$ cat config.mk
export PLATFORM = sky130hd
export DESIGN_NAME = serial_twos_negator
export DESIGN_NICKNAME = d
export VERILOG_FILES = /design/src/rtl/serial_twos_negator_pkg.sv /design/src/rtl/serial_twos_negator_bit_cell.sv /design/src/rtl/serial_twos_negator.sv
export SDC_FILE = /design/constraint.sdc
export NUM_CORES = 1
export LEC_CHECK = 0
export ABC_AREA = 1
export CAP_MARGIN = 10
export CORE_MARGIN = 2
export CORE_UTILIZATION = 50
export DETAILED_ROUTE_END_ITERATION = 16
export PLACE_DENSITY = 0.74
export SYNTH_ARGS = -nofsm -noshare
export SYNTH_HDL_FRONTEND = slang
export SYNTH_SLANG_ARGS = --single-unit
$ cat constraint.sdc
create_clock -name clk -period 2 [get_ports clk]
set_input_delay 0.4 -clock clk [delete_from_list [all_inputs] [get_ports clk]]
set_output_delay 0.4 -clock clk [all_outputs]
set_load 0.01 [all_outputs]
$ cat src/rtl/serial_twos_negator_pkg.sv
// Shared definitions for the bit-serial negator: default sizes, FSM encoding
// and the most-negative operand value that negates to itself.
package serial_twos_negator_pkg;

    localparam int DEF_WIDTH = 16;
    localparam int DEF_CNT_W = 4;

    typedef enum logic [1:0] {
        IDLE  = 2'd0,
        SHIFT = 2'd1,
        DONE  = 2'd2
    } state_t;

    localparam logic [DEF_WIDTH-1:0] DEF_MOST_NEG = {1'b1, {(DEF_WIDTH-1){1'b0}}};

endpackage

$ cat src/rtl/serial_twos_negator_bit_cell.sv
// One step of the serial negation: pass bits until the first 1 has been seen,
// invert afterwards. With NEG_MODE_SEL_EN, mode=1 inverts every bit.
module twos_bit_cell (
    input  logic b,
    input  logic seen_in,
`ifdef NEG_MODE_SEL_EN
    input  logic mode,
`endif
    output logic r,
    output logic seen_out
);

`ifdef NEG_MODE_SEL_EN
    assign r = b ^ (seen_in | mode);
`else
    assign r = b ^ seen_in;
`endif
    assign seen_out = seen_in | b;

endmodule

$ cat src/rtl/serial_twos_negator.sv
// Bit-serial two's-complement negator with valid/ready on both sides.
// Optional NEG_MODE_SEL_EN adds a mode input selecting one's complement.
module serial_twos_negator
    import serial_twos_negator_pkg::*;
#(
    parameter int WIDTH = DEF_WIDTH,
    parameter int CNT_W = DEF_CNT_W
) (
    input  logic             clk,
    input  logic             rst,
    input  logic             in_valid,
    output logic             in_ready,
    input  logic [WIDTH-1:0] in_data,
`ifdef NEG_MODE_SEL_EN
    input  logic             mode,
`endif
    output logic             out_valid,
    input  logic             out_ready,
    output logic [WIDTH-1:0] out_data,
    output logic             out_overflow
);

    localparam logic [WIDTH-1:0] MOST_NEG = {1'b1, {(WIDTH-1){1'b0}}};
    localparam logic [CNT_W-1:0] LAST_CNT = CNT_W'(WIDTH - 1);

    state_t             state_q, state_d;
    logic [WIDTH-1:0]   opnd_q;
    logic [WIDTH-1:0]   res_q;
    logic [CNT_W-1:0]   cnt_q;
    logic               seen_q;
    logic               ovf_cand_q;
    logic               bit_r;
    logic               seen_nxt;
    logic               last_bit;
    logic               ovf_final;
    logic [WIDTH-1:0]   res_nxt;

`ifdef NEG_MODE_SEL_EN
    logic mode_q;

    twos_bit_cell u_cell (
        .b        (opnd_q[0]),
        .seen_in  (seen_q),
        .mode     (mode_q),
        .r        (bit_r),
        .seen_out (seen_nxt)
    );

    assign ovf_final = ovf_cand_q & ~mode_q;
`else
    twos_bit_cell u_cell (
        .b        (opnd_q[0]),
        .seen_in  (seen_q),
        .r        (bit_r),
        .seen_out (seen_nxt)
    );

    assign ovf_final = ovf_cand_q;
`endif

    assign in_ready  = (state_q == IDLE);
    assign out_valid = (state_q == DONE);
    assign last_bit  = (cnt_q == LAST_CNT);
    assign res_nxt   = {bit_r, res_q[WIDTH-1:1]};

    always_comb begin
        state_d = state_q;
        case (state_q)
            IDLE:    if (in_valid) state_d = SHIFT;
            SHIFT:   if (last_bit) state_d = DONE;
            DONE:    if (out_ready) state_d = IDLE;
            default: state_d = IDLE;
        endcase
    end

    always_ff @(posedge clk or posedge rst) begin
        if (rst) begin
            state_q <= IDLE;
        end else begin
            state_q <= state_d;
        end
    end

    // Operand shifts right one bit per SHIFT cycle; result fills from the MSB
    // so the first processed bit lands at bit 0 after WIDTH steps.
    always_ff @(posedge clk or posedge rst) begin
        if (rst) begin
            opnd_q       <= '0;
            res_q        <= '0;
            cnt_q        <= '0;
            seen_q       <= 1'b0;
            ovf_cand_q   <= 1'b0;
            out_data     <= '0;
            out_overflow <= 1'b0;
`ifdef NEG_MODE_SEL_EN
            mode_q       <= 1'b0;
`endif
        end else if (state_q == IDLE && in_valid) begin
            opnd_q     <= in_data;
            res_q      <= '0;
            cnt_q      <= '0;
            seen_q     <= 1'b0;
            ovf_cand_q <= (in_data == MOST_NEG);
`ifdef NEG_MODE_SEL_EN
            mode_q     <= mode;
`endif
        end else if (state_q == SHIFT) begin
            opnd_q <= opnd_q >> 1;
            res_q  <= res_nxt;
            seen_q <= seen_nxt;
            cnt_q  <= cnt_q + CNT_W'(1);
            if (last_bit) begin
                out_data     <= res_nxt;
                out_overflow <= ovf_final;
            end
        end
    end

endmodule

# Word-level counts from Yosys, hierarchy flattened
# Cells that the tools add are included.
totals:
  ff_bits: 57
  input_bits: 20
  output_inout_bits: 19
  wordCells: 36
classes:
  add_sub_neg: 1
  eq_ne: 7
  mux: 12
  bitwise: 3
  reduce_logical: 5
op_table:
  columns: ["op", "n"]
  rows:
  - ["$mux W16", 4]
  - ["$eq A16 B16 Y1 const B", 1]
  - ["$mux W4", 2]
  - ["$mux W2", 3]
  - ["$pmux W2 S3", 1]
  - ["$reduce_and A3 Y1", 2]
  - ["$add A4 B1 Y4 const B", 1]
  - ["$eq A4 B4 Y1 const B", 1]
  - ["$ne A2 B2 Y1 const B", 2]
  - ["$eq A2 B1 Y1 const B", 1]
  - ["$eq A2 B2 Y1 const B", 1]
  - ["$logic_not A2 Y1", 1]
  - ["$mux W1", 2]
  - ["$ne A2 B1 Y1 const B", 1]
  - ["$reduce_bool A2 Y1", 1]
  - ["$logic_and A1 B1 Y1", 1]
  - ["$not A1 Y1", 1]
  - ["$or A1 B1 Y1", 1]
  - ["$xor A1 B1 Y1", 1]

# Logic depth before layout (Yosys ltp)
logic_depth:
  word_depth: 4
  mapped_depth: 7
  ltp_nobuf: 6

# Cells and area by module
# From an unflattened synthesis, not the netlist that was laid out.
unflattened:
  cells_unflattened: 261
  hier_area_um2: 2419.8
by_module_without_submodules:
  columns: ["mod", "instances", "cells_each", "area_per_inst_um2", "seq_area_each_um2"]
  rows:
  - ["serial_twos_negator", 1, 257, 2396.0, 1401.3]
  - ["twos_bit_cell", 1, 4, 23.8, 0.0]

# Worst setup path after synthesis
# OpenSTA, ideal clock, no wires.
synth_timing:
  path_kind: "register -> register"
  start: "register state_q[0]"
  end: "register opnd_q[0]"
  setup_time_ns: 0.124
  t_arrival_ns: 1.154
  setup_slack_ns: 0.722
  stages_incl_launch_ff: 8
  n_path_buf: 1
  period_less_slack_ns: 1.278
  path_cell_list: "dfrtp_1 > nor2_2 > nand2_4 > nand2_8 > inv_4 > buf_6 > nand2_1 > nand3_1"
synth_via:
  elab_chain_len: 3
  elab_cells_between_ends: 5
synth_lines:
  columns: ["item", "line_no", "text"]
  rows:
  - ["start: declaration", "serial_twos_negator.sv:26", "state_t state_q, state_d;"]
  - ["start signal: assignment", "serial_twos_negator.sv:80", "state_q <= state_d;"]
  - ["$logic_not A2 Y1 *", null, null]
  - ["net in_ready", "serial_twos_negator.sv:12", "output logic in_ready,"]
  - ["$logic_and A1 B1 Y1 *", "serial_twos_negator.sv:98", "end else if (state_q == IDLE && in_valid) begin"]
  - ["$mux W16 / $reduce_bool A2 Y1 (equally long branches)", null, null]
  - ["end signal: assignment", "serial_twos_negator.sv:99", "opnd_q <= in_data;"]
  - ["end signal: assignment", "serial_twos_negator.sv:108", "opnd_q <= opnd_q >> 1;"]
  - ["end: declaration", "serial_twos_negator.sv:27", "logic [WIDTH-1:0] opnd_q;"]
# Mark *: on every way through the listed nets, which the timed path passes. The rest lies on a longest branch.
# A chain may end at the register's enable or synchronous reset.

# Worst setup path after layout
layout_timing:
  start: "register state_q[0]"
  end: "output port in_ready"
layout_via:
  elab_chain_len: 1
layout_lines:
  columns: ["item", "line_no", "text"]
  rows:
  - ["$logic_not A2 Y1", "serial_twos_negator.sv:61", "assign in_ready = (state_q == IDLE);"]
  - ["end: declaration", "serial_twos_negator.sv:12", null]
# Every way passes these cells.

==> results.md <==
* Ranking of synthesized cells by area: sky130_fd_sc_hd__dfrtp_1 59%, sky130_fd_sc_hd__nand2_1 16%, sky130_fd_sc_hd__nand3_1 3.8%
* Post-detailed-route count of antenna-violating nets at 0
* Horiz. Die Dim at 73.1 um
* Minimum clock period after layout at 1.91 ns
* Start-to-end type of the worst setup path: register to primary output
* Filler Cells Inserted at 397
* Areal power density over the cells at 1360 nW/um^2
* Peak supply drop at 0.526 mV
* Number of buffers added on ports at 38
* Number of nets in the layout at 322
* CP bufs+invs at 1
* Final clock period utilization by the worst path at 95.7%
* Number of slew-limit violations in the final report at 0
* CORE AREA at 4660 sq um
* Fmax at 523 MHz
* Vias in the first global route at 1700
* Number of warnings issued by yosys at 0
* Antenna diodes at 0
* TritonCTS Buffers at 5
* TritonCTS clock tree: done
* Number of top-level design ports at 39
* Routed vias/inst at 4.96
* Multi-input logic area at 846 sq um
* Worst Tran Pin Value at 0.447 ns
* Synth-to-layout area growth at 21.9%
* Placement Setup Slack at 0.364 ns
* Die area at 5350 sq um
* Buffer cell driving the clock tree root: sky130_fd_sc_hd__clkbuf_8
* Average detailed-routed wire length per instance at 12.2 um
* Number of buffers inserted for hold repair after clock tree synthesis at 0
* Vertical die dimension at 73.1 um
* Cell class contributing the biggest share of worst-path delay: buffers and inverters
* Final TNS setup at 0 ns
* Sequential cell area at 1400 sq um
* Cell Area, Synth at 2390 sq um
* Largest clock skew in the final design at 0.00657 ns
* Number of levels the H-tree was split into at 2
* Static Leakage at 0.00142 uW
* Pin count of the biggest net entering global routing at 28
* Synth Net Count at 279
* Via total after detailed routing at 1760
* Buffer levels on the longest clock path at 2
* Status: finished clean
* Classification of the worst-slack hold path: input pin to async pin
* Post-synthesis register bit count at 56
* Gate Count Post-Synth at 257
* Initial Util at 51.3%
* Area share of the largest cell type after synthesis at 58.6%
* Data arrival time at the worst-slack endpoint at 1.51 ns
* Startpoint class of the critical path: register
* First-iteration detailed-routing DRC count at 130
* Share of post-route cells with drive strength above 1 at 11.6%
* Global-route wire length before repair at 7520 um
* Slowest stage cell on the critical path: sky130_fd_sc_hd__clkdlybuf4s50_1
* Part of the Yosys area used for sequential elements at 58.6%
* Clk slew on worst S/H paths at 0.09 ns
* Per-instance average area after synthesis at 9.30 sq um
* Number of library cell types mapped by synthesis at 22
* Number of antenna violations at the first check in global routing at 0
* Gp weighted congestion at 0.772
* CP endpoint kind: primary output
* Overflow after GRT at 0
* CP required at 1.60 ns
* Total iterations of the first detailed-routing run at 4
* Max-capacitance violation count at 0
* All-Layer GR Usage at 18.3%
* Yosys top cell by area: sky130_fd_sc_hd__dfrtp_1
* Register-to-Register Path Depth at 5
* Cells along the critical path: nor2_4 > clkdlybuf4s50_1
* Number of failing setup endpoints in the final timing report at 0
* Total wire length after detailed routing at 4320 um
* HPWL after detailed placement at 3210 um
* Clock tree sinks at 56
* Std cell rows at 25
* Peak per-stage delay on the critical path at 0.55 ns
* Number of logic stages on the critical path including buffering at 2
* Worst-path maximum fanout at 5
* Hold violation count in the final report at 0
* Detailed-route DRC error count at 0
* Skew-Pair Late Insertion Delay at 0.31 ns
* Relative slew margins at 70.1%
* Setup repair after global routing missed its margin: no
* Worst-case setup margin in the final layout at 0.0863 ns
worst register-to-register path: stages, from the launching register on:
cell                      delay (ns)
sky130_fd_sc_hd__dfrtp_1        0.51
sky130_fd_sc_hd__inv_2          0.09
sky130_fd_sc_hd__nor2_4         0.37
sky130_fd_sc_hd__buf_4          0.25
sky130_fd_sc_hd__nand2_1        0.08
sky130_fd_sc_hd__o21ai_1        0.12
path summary, 6_finish.rpt:
path                                      to        from  slack (ns)
worst max-delay path                in_ready  state_q[0]        0.09
worst min-delay path               res_q[11]         rst        0.38
max in group asynchronous       out_overflow         rst        1.11
worst min register to register      res_q[7]    res_q[7]        0.48
worst max register to register  out_data[15]  state_q[0]        0.53
min in group clk                    res_q[7]    res_q[7]        0.48
per-layer routing:
| metal | vias to the layer above | track usage [%] | part of all wire, % |
|---|---|---|---|
| met4 | 0 | 5.35 | 0.97 |
| li1 | 897 | - | - |
| met5 | - | 0 | 0 |
| met3 | 5 | 4.83 | 4.3 |
| met2 | 47 | 28.5 | 47 |
| met1 | 811 | 25.4 | 48 |
cell usage after synthesis (all sizes together):
cell type / n
nand2: 109
dfrtp: 56
o21ai: 20
inv: 19
nand3: 19
nor2: 16
buf: 7
o22ai: 7
ha: 2
a21oi: 1
o31ai: 1
metrics by stage:
step | hold slack [ns] | std cells | instance area (sq um) | total power, uW | util (%)
2_1_floorplan | 0.442 | 257 | 2390 | 2870 | -
4_1_cts | 0.392 | 355 | 2910 | 3990 | 62.4
6_report | 0.383 | 355 | 2910 | 3950 | 62.5
3_5_place_dp | 0.460 | 347 | 2820 | 3370 | 60.4
5_1_grt | 0.430 | 355 | 2910 | 4260 | 62.5
3_3_place_gp | 0.454 | 347 | 2820 | 3310 | 60.4
cells by family after synthesis:
family	share of synthesized area, %
fa+ha+maj	1.05
buf+inv	6.18
simple gates	26.5
flops	58.6
compound gates	7.64
state kept, by name (all words and copies together), names as in the netlist:
name,flops
opnd_q,16
out_overflow,1
res_q,15
ovf_cand_q,1
cnt_q,4
out_data,16
seen_q,1
state_q,2
power by group:
part / total, uW / leakage, uW / internal (uW) / switching (uW)
Clock: 624 / 0.0000510 / 277 / 346
Sequential: 1830 / 0.000721 / 1580 / 253
Combinational: 1500 / 0.000643 / 664 / 833
Total: 3950 / 0.00142 / 2520 / 1430
layout by cell type, fill, tap and decap left out:
cell	count
sky130_fd_sc_hd__clkinv_2	2
sky130_fd_sc_hd__nand2_2	2
sky130_fd_sc_hd__o22ai_1	7
sky130_fd_sc_hd__nand2_8	1
sky130_fd_sc_hd__o21ai_0	10
sky130_fd_sc_hd__o31ai_1	1
sky130_fd_sc_hd__buf_4	4
sky130_fd_sc_hd__nand2_4	2
sky130_fd_sc_hd__a21oi_1	1
sky130_fd_sc_hd__clkdlybuf4s50_1	38
sky130_fd_sc_hd__nor2_4	3
sky130_fd_sc_hd__inv_4	2
sky130_fd_sc_hd__inv_2	3
sky130_fd_sc_hd__ha_1	2
sky130_fd_sc_hd__dfrtp_1	56
sky130_fd_sc_hd__nor2_2	1
sky130_fd_sc_hd__clkbuf_8	6
sky130_fd_sc_hd__nand2_1	104
sky130_fd_sc_hd__nand3_4	1
sky130_fd_sc_hd__o21ai_2	7
sky130_fd_sc_hd__inv_1	14
sky130_fd_sc_hd__nor2_1	12
sky130_fd_sc_hd__buf_12	1
sky130_fd_sc_hd__nand3_1	18
sky130_fd_sc_hd__o21ai_1	3
timing repair:
item,4_1_cts,5_1_grt
endpoints found under the setup margin,0,1
setup buffers,0,0
gates resized for setup,0,1
area by class of cell:
type	count	share of cell area [%]
Inverter	19	2.62
Tap cell	54	2.32
Clock buffer	6	2.83
Timing Repair Buffer	43	14.8
Multi-Input combinational cell	175	29.0
Clock inverter	2	0.343
Sequential cell	56	48.1
Note: power is estimated with default switching activity, not from simulation.
